[src/rtl/vend_controller.sv]
// Vending transaction controller: collects coin credit against a fixed price,
// drives the dispenser handshake, then pays change or refunds one ten-unit per ack.
module vend_controller #(
    parameter int PRICE    = 4,
    parameter int CREDIT_W = 4,
    parameter int TIMEOUT  = 16
) (
    input  logic                clock,
    input  logic                reset,
    input  logic                coin_valid,
    input  logic [1:0]          coin,
    output logic                coin_ready,
    output logic                coin_reject,
    input  logic                cancel,
    output logic                vend_req,
    input  logic                vend_done,
    output logic                change_req,
    input  logic                change_ack,
    output logic [CREDIT_W-1:0] credit,
    output logic                busy
);

    localparam int TIMER_W = $clog2(TIMEOUT + 1);
    localparam logic [CREDIT_W:0]  PRICE_V    = (CREDIT_W + 1)'(PRICE);
    localparam logic [TIMER_W-1:0] TIMER_LAST = TIMER_W'(TIMEOUT - 1);

    typedef enum logic [1:0] {
        IDLE    = 2'd0,
        COLLECT = 2'd1,
        VEND    = 2'd2,
        CHANGE  = 2'd3
    } state_t;

    state_t              state_reg;
    logic [CREDIT_W-1:0] credit_reg;
    logic [TIMER_W-1:0]  timer_reg;
    logic                reject_reg;

    logic [CREDIT_W:0]   coin_value;
    logic [CREDIT_W:0]   sum;
    logic                coin_take;
    logic                coin_good;

    always_comb begin
        coin_value = '0;
        case (coin)
            2'b00:   coin_value = (CREDIT_W + 1)'(1);
            2'b01:   coin_value = (CREDIT_W + 1)'(2);
            2'b10:   coin_value = (CREDIT_W + 1)'(5);
            default: coin_value = '0;
        endcase
    end

    // One bit wider than credit so the price comparison never wraps.
    assign sum        = {1'b0, credit_reg} + coin_value;
    assign coin_ready = ((state_reg == IDLE) || (state_reg == COLLECT)) && !cancel && !reset;
    assign coin_take  = coin_valid && coin_ready;
    assign coin_good  = coin_take && (coin != 2'b11);

    always_ff @(posedge clock) begin
        if (reset) begin
            state_reg  <= IDLE;
            credit_reg <= '0;
            timer_reg  <= '0;
            reject_reg <= 1'b0;
        end else begin
            reject_reg <= coin_take && (coin == 2'b11);
            case (state_reg)
                IDLE: begin
                    if (coin_good) begin
                        timer_reg <= '0;
                        if (sum >= PRICE_V) begin
                            credit_reg <= CREDIT_W'(sum - PRICE_V);
                            state_reg  <= VEND;
                        end else begin
                            credit_reg <= CREDIT_W'(sum);
                            state_reg  <= COLLECT;
                        end
                    end
                end
                COLLECT: begin
                    // Priority: cancel, then a valid coin, then timeout expiry.
                    if (cancel) begin
                        state_reg <= CHANGE;
                        timer_reg <= '0;
                    end else if (coin_good) begin
                        timer_reg <= '0;
                        if (sum >= PRICE_V) begin
                            credit_reg <= CREDIT_W'(sum - PRICE_V);
                            state_reg  <= VEND;
                        end else begin
                            credit_reg <= CREDIT_W'(sum);
                            state_reg  <= COLLECT;
                        end
                    end else if (timer_reg == TIMER_LAST) begin
                        state_reg <= CHANGE;
                        timer_reg <= '0;
                    end else begin
                        timer_reg <= timer_reg + 1'b1;
                    end
                end
                VEND: begin
                    if (vend_done) begin
                        state_reg <= (credit_reg != '0) ? CHANGE : IDLE;
                    end
                end
                CHANGE: begin
                    if (change_ack) begin
                        if (credit_reg <= CREDIT_W'(1)) begin
                            credit_reg <= '0;
                            state_reg  <= IDLE;
                        end else begin
                            credit_reg <= credit_reg - 1'b1;
                        end
                    end
                end
                default: state_reg <= IDLE;
            endcase
        end
    end

    assign credit      = credit_reg;
    assign coin_reject = reject_reg;
    assign vend_req    = (state_reg == VEND);
    assign change_req  = (state_reg == CHANGE);
    assign busy        = (state_reg != IDLE);

endmodule

[config.mk]
export PLATFORM = sky130hd
export DESIGN_NAME = vend_controller
export DESIGN_NICKNAME = d
export VERILOG_FILES = /design/src/rtl/vend_controller.sv
export SDC_FILE = /design/constraint.sdc
export NUM_CORES = 1
export LEC_CHECK = 0
export ABC_AREA = 1
export CAP_MARGIN = 20
export CORE_UTILIZATION = 45
export DETAILED_ROUTE_END_ITERATION = 7
export PLACE_DENSITY = 0.69
export SLEW_MARGIN = 20
export SYNTH_ARGS = -nofsm -noshare
export SYNTH_HDL_FRONTEND = slang
export SYNTH_SLANG_ARGS = --single-unit
[constraint.sdc]
create_clock -name clock -period 5.5 [get_ports clock]
set_clock_uncertainty 0.05 [all_clocks]
set_input_delay 1.1 -clock clock [delete_from_list [all_inputs] [get_ports clock]]
set_output_delay 1.1 -clock clock [all_outputs]
set_load 0.05 [all_outputs]
## Yosys cells after proc, flatten, opt, wreduce, memory -nomap -nowiden

Index checks and enable logic that the tools add are counted.

- Mux-type cells: 22
- Add/subtract/negate cells: 4
- Magnitude comparators: 2
- Reductions and logical operators: 17
- Eq/ne operators: 14

Operator list:

| kind | number |
|---|---|
| $mux 4 | 5 |
| $mux 5 | 4 |
| $mux 2 | 9 |
| $pmux 4 s3 | 1 |
| $pmux 5 s2 | 1 |
| $pmux 3 s3 | 1 |
| $eq 2x2->1 const B | 4 |
| $pmux 2 s4 | 1 |
| $ne 2x1->1 const B | 3 |
| $ne 2x2->1 const B | 3 |
| $add 4x3->5 | 1 |
| $add 5x1->5 const B | 1 |
| $eq 5x4->1 const B | 1 |
| $ge 5x3->1 const B | 1 |
| $logic_and 1x1->1 | 5 |
| $reduce_and 5->1 | 1 |
| $eq 2x1->1 const B | 2 |
| $le 4x1->1 const B | 1 |
| $logic_not 2->1 | 2 |
| $ne 4x3->1 const B | 1 |
| $reduce_bool 2->1 | 2 |
| $reduce_bool 4->1 | 1 |
| $sub 4x1->4 const B | 1 |
| $sub 4x3->4 const B | 1 |
| 5 further kinds | 6 |

- Output and inout bits: 9
- Bits of input ports: 8
- Register bits: 12
- Word-level logic and storage cells: 63

## Depth between registers and ports, before layout

Gate-level depths: netlist (run 1).

- Depth after elaboration: 9
- Gate-level depth with buffers: 18
- Depth with buffers taken out: 18

## Worst setup path after synthesis (run 1)

No wires, ideal clock.

- Path kind: in2out
- Start: input port cancel
- End: output port coin_ready
- Path slack: 2.127 ns
- Path buffers: 0
- Required time: 4.350 ns
- Stages on the path: 1
- Data arrival time: 2.223 ns
- Cells stage by stage: nor3_1

- Longest elaborated chain between the ends: 3

Ends and longest elaborated chain:

| what | line | source |
|---|---|---|
| start, declared | 14 | `input logic cancel,` |
| $logic_not 1->1 | 56 | `assign coin_ready = ((state_reg == IDLE) \|\| (state_reg == COLLECT)) && !cancel && !reset;` |
| $logic_and 1x1->1 (2 in a row) | 56 |  |
| end, declared | 12 | `output logic coin_ready,` |

No other way between the ends.

## Final worst setup path (run 1)

Same ends and word-level chain as after synthesis.

==> flow_summary.yaml, run 1 <==
placement:
  gp_congestion: 0.834
  io_buffer_count: 16
  detailed_place.area_um2: 1210
  dp_hpwl_mm: 1.82
routing:
  antenna_left: 0
  first_iter_violations: 12
  totalWireLength_mm: 2.21
  vias: 1011
  drcViolationCount: 0
  via_per_inst: 4.98
  drt_pass1_iterations: 4
  wl_per_cell_um: 10.9
power:
  power_density_nw_per_um2: 426
  peakVddDrop_mv: 0.252
  p_leak_nw: 0.599
clock_tree:
  tritoncts: "yes"
  clock-sinks: 12
  insertion_delay_ps: 280
  clk_pin_slew_worst_paths_ps: 90
  clk_path_buf_depth: 2
  cts_resized: 0
  post_cts_buffers: 0
  htreeDepth: 1
  root_buffer: "clkbuf_4"
  cts_buffers: 3
  cts-hold-fix-buffers: 0
layout:
  multi_input_area_um2: 666
  syn_to_final_growth_pct: 22.7
  largest_reg_flops: 5
  drive_gt1_share_pct: 16.5
  seq_area_um2: 240
  antennaDiodeCount: 0
  final_nets: 194
  fillers: 210
  stdcell_area_um2: 1240
synth:
  synth-seq-area-share_pct: 23.7
  ys_seq_elements: 12
  netlist-cell-type-count: 26
  ys_warn_count: 0
  synth_flop_cell: "dfxtp_1"
  async_flop_share_pct: 0
  syn_nets: 173
  synth_area_per_cell_um2: 6.50
  synth_area_um2: 1010
  synth_cells: 156
  synth_edf_count: 0
floorplanning:
  die_y_um: 49.5
  dieArea_um2: 2450
  core-area_um2: 2040
  io_pins: 17
  rows: 16
  initial_core_util_pct: 49.7
  die_x_um: 49.5
timing:
  finalMaxSlewViolations: 0
  fin_tns_setup_ps: 0
  rsz0062_at_grt: "no"
  fmax_ghz: 0.263
  worstMarginPinSlew_ps: 501
  setup_viol: 0
  fin_crit_ps: 3810
  timing.final.crit_share_pct: 69.2
  slew_headroom_pct: 66.5
  timing.final.hold_violations: 0
grt:
  grt_usage_pct: 20.7
  grt_pass1_wl_mm: 3.93
  grt-ovfl-total: 0
  grt_max_degree: 9
  antenna_found_initial: 0
  first_global_vias: 972
outcome:
  status: "complete, no violations"
min_path:
  hp-class: "register to register"
  whs_path_depth: 2
critical_path:
  end_kind: "output port"
  crit_arrival_ps: 2660
  crit_path_start_kind: "input pin"
  ff2ff_path_depth: 14
  path_max_fanout: 3
  crit_required_ps: 4350
  critical_path_class: "input pin to output port"
job:
  maxCapViolations: 0
-- critical path, stage by stage --
cell,delay [ps]
clkdlybuf4s50_1,470
nor3_1,250
clkdlybuf4s50_1,840
-- stage by stage --
stage | std cells | worst slack, ps | total power, mW | utilization [%] | hold WS [ps]
after floorplan | 156 | 2130 | 0.379 | - | 367
after global placement | 199 | 1720 | 0.454 | 59.2 | 388
after detailed placement | 199 | 1680 | 0.459 | 59.2 | 380
after CTS | 203 | 1680 | 0.533 | 61.0 | 392
after global routing | 203 | 1630 | 0.576 | 61.0 | 428
final | 203 | 1690 | 0.530 | 61.0 | 394
-- report_power, final --
group	internal (mW)	total, mW	switching [mW]
Sequential	0.104	0.128	0.0243
Combinational	0.115	0.329	0.214
Clock	0.0402	0.0726	0.0324
Total	0.260	0.530	0.271
-- worst paths after layout --
check	to	startpoint	slack [ps]
max	coin_ready	cancel	1690
min	timer_reg[4]	timer_reg[4]	390
max reg2reg	state_reg[1]	credit[0]	3060
min reg2reg	timer_reg[4]	timer_reg[4]	390
-- synth_stat cells, types with 2 or more instances --
cell / instances / share of area (%)
a21oi_1: 9 / 4.4
dfxtp_1: 12 / 24
ha_1: 8 / 9.9
inv_1: 23 / 8.5
inv_2: 6 / 2.2
nand2_1: 35 / 13
nand2_2: 6 / 3.7
nand3_1: 10 / 4.9
nand3_2: 2 / 2.0
nor2_1: 15 / 5.5
nor2_2: 5 / 3.1
nor3_1: 3 / 1.5
o21ai_0: 3 / 1.5
o21ai_1: 5 / 2.5
o22ai_1: 2 / 1.2
xor2_1: 2 / 1.7
-- per-layer routing --
layer / global-route usage, % / vias to the layer above / wire, um
met5: 0 / - / 0
met4: 9.52 / 0 / 49
met3: 3.40 / 6 / 65
li1: - / 536 / -
met2: 36.1 / 18 / 1040
met1: 24.6 / 451 / 1060
-- logic make-up after synthesis --
logic type | after synthesis | synth area share [%]
fa+ha+maj | 9 | 11.8
compound gates | 22 | 12.0
simple gates | 82 | 40.1
buf+inv | 29 | 10.7
flops | 12 | 23.7
xor+xnor | 2 | 1.73
-- final cells by class --
cell class                 instances  area share (%)
clock buffer                       4            2.91
multi-input combinational        115            53.5
tap                               27            2.71
inverter                          29            8.74
timing repair buffer              16            12.9
sequential                        12            19.3
-- cell usage in the layout, fill, tap and decap left out, types with 2 or more instances in the layout --
master / count
dfxtp_1: 12
a21oi_1: 9
inv_1: 23
nand2_1: 35
xor2_1: 2
nand3_2: 2
clkbuf_4: 3
nor2_2: 5
o21ai_0: 3
o21ai_1: 5
nor2_1: 15
clkdlybuf4s50_1: 16
nand2_2: 6
inv_2: 6
ha_1: 8
o22ai_1: 2
nand3_1: 10
nor3_1: 3
Note: power is estimated with default switching activity, not from simulation.
==> inputs of run 2 (changes only) <==
Settings changed: PLACE_DENSITY 0.69 to 0.72.
Clock period 5.5 ns to 3.1 ns, I/O delays scaled along.
==> flow_summary.yaml, run 2 (synthesis gave the netlist of run 1 again) <==
placement:
  place_ws_ps: -60.6
  gp_congestion: 0.836
  io_buffer_count: 16
  dp_cells: 199
  dp_hpwl_mm: 1.81
timing:
  fmax_ghz: 0.349
  finalMaxSlewViolations: 0
  timing.final.hold_violations: 0
  fin_tns_setup_ps: 0
  timing.final.crit_share_pct: 92.5
  worstMarginPinSlew_ps: 498
  fin_crit_ps: 2870
  setup_viol: 0
  finalWorstSetupSlack_ps: 232
  rsz0062_at_grt: "no"
  slew_headroom_pct: 66.7
routing:
  totalWireLength_mm: 2.20
  via_per_inst: 5.09
  vias: 1029
  wl_met3_um: 150
  first_iter_violations: 25
  drcViolationCount: 0
  drt_pass1_iterations: 4
  wl_per_cell_um: 10.9
  dr.max_layer_used: "met4"
  wl_met2_mm: 1.05
  wl_met1_um: 985
  antenna_left: 0
layout:
  final_core_util_pct: 60.2
  final_nets: 194
  drive_gt1_share_pct: 16.6
  largest_reg_flops: 5
  antennaDiodeCount: 0
  syn_to_final_growth_pct: 21.1
  layout_common_cells: "35 x nand2_1, 23 x inv_1, 15 x nor2_1, 15 x clkdlybuf4s50_1, 12 x dfxtp_1"
  final_common_cell: "nand2_1"
  final_cell_count_no_fill: 202
critical_path:
  cp-startpoint: "coin[0]"
  end_kind: "register"
  crit_path_start_kind: "input pin"
  crit_arrival_ps: 2990
  path_max_fanout: 5
  critical_path_class: "input pin to register"
  r2r-start: "credit[0]"
  crit_required_ps: 3220
clock_tree:
  htreeDepth: 1
  insertion_delay_ps: 270
  root_buffer: "clkbuf_4"
  post_cts_buffers: 0
  clk_path_buf_depth: 2
  tritoncts: "yes"
  clk_pin_slew_worst_paths_ps: 80
  cts_resized: 0
  cts-hold-fix-buffers: 0
  clock-sinks: 12
  cts_buffers: 3
min_path:
  hp-class: "register to register"
  min-delay-start: "timer_reg[4]"
power:
  p_leak_nw: 0.594
  peakVddDrop_mv: 0.390
  power_density_nw_per_um2: 738
floorplanning:
  rows: 16
  initial_core_util_pct: 49.7
  io_pins: 17
  die_y_um: 49.5
  die_x_um: 49.5
  core-area_um2: 2040
  dieArea_um2: 2450
grt:
  grt_max_degree: 9
  antenna_found_initial: 0
  grt_pass1_wl_mm: 3.88
  first_global_vias: 971
  grt_usage_pct: 20.5
  grt-ovfl-total: 0
job:
  maxCapViolations: 0
outcome:
  status: "complete, no violations"
-- run 2: layer usage --
layer	up-vias	GRT usage, %
met5	-	0
met1	462	22.4
li1	533	-
met4	0	5.71
met3	2	6.48
met2	32	37.7
-- run 2: cell type report --
type / instances / area [um2]
clock buffer: 3 / 22.5
fill: 203 / 813
inverter: 29 / 109
multi-input combinational: 115 / 666
sequential: 12 / 240
tap: 27 / 33.8
timing repair buffer: 16 / 158
-- run 2: final timing paths --
kind | to | slack [ps] | cells after the start
max | state_reg[1] | 230 | 18
min | timer_reg[4] | 400 | 2
max reg2reg | state_reg[1] | 650 | 16
min reg2reg | timer_reg[4] | 400 | 2
-- run 2: where the power goes --
group,internal (mW),total [mW],switching (mW),leakage [nW]
combinational,0.204,0.586,0.382,0.482
clock,0.0450,0.0951,0.0501,0.0138
sequential,0.185,0.226,0.0417,0.0978
-- run 2: worst max-delay path, stage by stage --
cell and delay [ps]:
clkdlybuf4s50_1 490, inv_1 70, nor2_1 160, inv_1 80
fa_1 410, inv_1 90, nand2_1 50, nand2_1 110
inv_1 60, ha_1 170, nand3_1 80, nand2_1 50
nor2_1 110, nand2_1 130, nand2_1 90, nand2_1 50
nor2_1 110, a21oi_2 60
-- run 2: metrics by stage --
step,hold slack (ps),instance area [um2],power [mW]
after CTS,403,1230,0.913
after global placement,377,1210,0.798
after floorplan,367,1010,0.673
after detailed placement,390,1210,0.815
after global routing,438,1230,0.984
final,396,1230,0.907
==> inputs of run 3 (changes only) <==
Settings changed: CTS_CLUSTER_SIZE from default to 16, PLACE_DENSITY 0.72 to 0.69.
==> flow_summary.yaml, run 3 (synthesis gave the netlist of run 1 again) <==
routing:
  first_iter_violations: 17
  vias: 998
  drcViolationCount: 0
  via_per_inst: 4.94
  wl_per_cell_um: 10.6
  drt_pass1_iterations: 4
  totalWireLength_mm: 2.13
  antenna_left: 0
critical_path:
  path_max_fanout: 5
  critical_path_class: "input pin to register"
  slowest_delay_ps: 490
  crit_arrival_ps: 2970
  rr_endpoint: "state_reg[1]"
  cp_slowest_cell: "clkdlybuf4s50_1"
  crit_path_start_kind: "input pin"
  cp-startpoint: "coin[0]"
  ff2ff_setup_slack_ps: 620
  ff2ff_path_depth: 16
  crit_required_ps: 3210
  path_delay_family: "simple AND/OR/NAND/NOR gates"
  end_kind: "register"
  cpMostUsedCell: "nand2_1"
  path_buf_inv: 5
  cp-endpoint: "state_reg[1]"
  cp_num_cells: 18
  r2r-start: "credit[0]"
  crit_chain: "clkdlybuf4s50_1 > inv_1 > nor2_1 > inv_1 > fa_1 > inv_1 > nand2_1 > nand2_1 > inv_1 > ha_1 > nand3_1 > nand2_1 > nor2_1 > nand2_1 > nand2_1 > nand2_1 > nor2_1 > a21oi_2"
grt:
  first_global_vias: 907
  grt_pass1_wl_mm: 3.85
  antenna_found_initial: 0
  grt-ovfl-total: 0
  met1_usage_pct: 27.5
  top_usage_layer: "met2"
  grt_usage_pct: 20.1
  gr-usage-met3_pct: 4.01
  grt_max_degree: 9
  grt_util_met2_pct: 32.4
layout:
  syn_to_final_growth_pct: 21.1
  final_cell_count_no_fill: 202
  antennaDiodeCount: 0
  fillers: 224
  layout_common_cells: "35 x nand2_1, 23 x inv_1, 15 x nor2_1, 15 x clkdlybuf4s50_1, 12 x dfxtp_1"
  final_common_cell: "nand2_1"
  drive_gt1_share_pct: 16.6
  largest_reg_flops: 5
  multi_input_area_um2: 666
  seq_area_um2: 240
  final_nets: 194
power:
  p_leak_nw: 0.594
  peakVddDrop_mv: 0.463
  power_density_nw_per_um2: 737
  total_power_uw: 906
clock_tree:
  root_buffer: "clkbuf_4"
  clk_path_buf_depth: 2
  clock-sinks: 12
  clk_pin_slew_worst_paths_ps: 80
  cts_buffers: 3
  cts_resized: 0
  cts-hold-fix-buffers: 0
  insertion_delay_ps: 270
  tritoncts: "yes"
  post_cts_buffers: 0
  htreeDepth: 1
placement:
  dp_hpwl_mm: 1.74
  io_buffer_count: 16
  dp_cells: 199
  gp_congestion: 0.828
timing:
  rsz0062_at_grt: "no"
  setup_viol: 0
  timing.final.hold_violations: 0
  fin_crit_ps: 2860
  worstMarginPinSlew_ps: 493
  timing.final.crit_share_pct: 92.2
  slew_headroom_pct: 67.0
  finalMaxSlewViolations: 0
  fmax_ghz: 0.350
job:
  maxCapViolations: 0
floorplanning:
  die_y_um: 49.5
  initial_core_util_pct: 49.7
  die_x_um: 49.5
  io_pins: 17
  dieArea_um2: 2450
  core-area_um2: 2040
  rows: 16
min_path:
  whs_path_depth: 2
  hp-class: "register to register"
  min-delay-start: "timer_reg[4]"
outcome:
  status: "complete, no violations"
[run 3: worst register-to-register path, delay by kind of cell, from the launching register on]
kind / cells / cell delay (ps)
buffers and inverters: 3 / 200
adders and majority gates: 3 / 790
DFF: 1 / 450
and+or+nand+nor: 9 / 800
AOI/OAI and AO/OA: 1 / 60
[run 3: worst min-delay path by stage]
stage                               to  slack, ps
after floorplan           timer_reg[4]        370
after global placement    timer_reg[4]        380
after detailed placement  timer_reg[4]        380
after CTS                 timer_reg[4]        400
after global routing      timer_reg[4]        460
final                     timer_reg[4]        390
[run 3: power by group]
part           switching, mW  total, mW  internal, mW
Combinational          0.378      0.581         0.204
Sequential            0.0428      0.227         0.185
Clock                 0.0520     0.0969        0.0449
[run 3: layout make-up]
type	instances	share of cell area [%]
multi-input combinational	115	54.2
inverter	29	8.86
timing repair buffer	16	12.8
tap	27	2.75
clock buffer	3	1.83
sequential	12	19.6
[run 3: metrics by stage]
stage | utilization [%] | hold slack, ps | TNS, ps | instance area, um2 | setup WS (ps)
floorplan | - | 367 | 0 | 1010 | 543
global placement | 59.1 | 380 | 0 | 1210 | 101
detailed placement | 59.1 | 381 | -15.4 | 1210 | -15.4
CTS | 60.2 | 396 | 0 | 1230 | 258
global route | 60.2 | 458 | 0 | 1230 | 0.661
finish | 60.2 | 394 | 0 | 1230 | 240
[run 3: per-layer routing]
layer,vias to the layer above,share of wire (%)
li1,537,-
met4,0,0.47
met1,438,52
met3,2,3.8
met2,21,44
met5,-,0
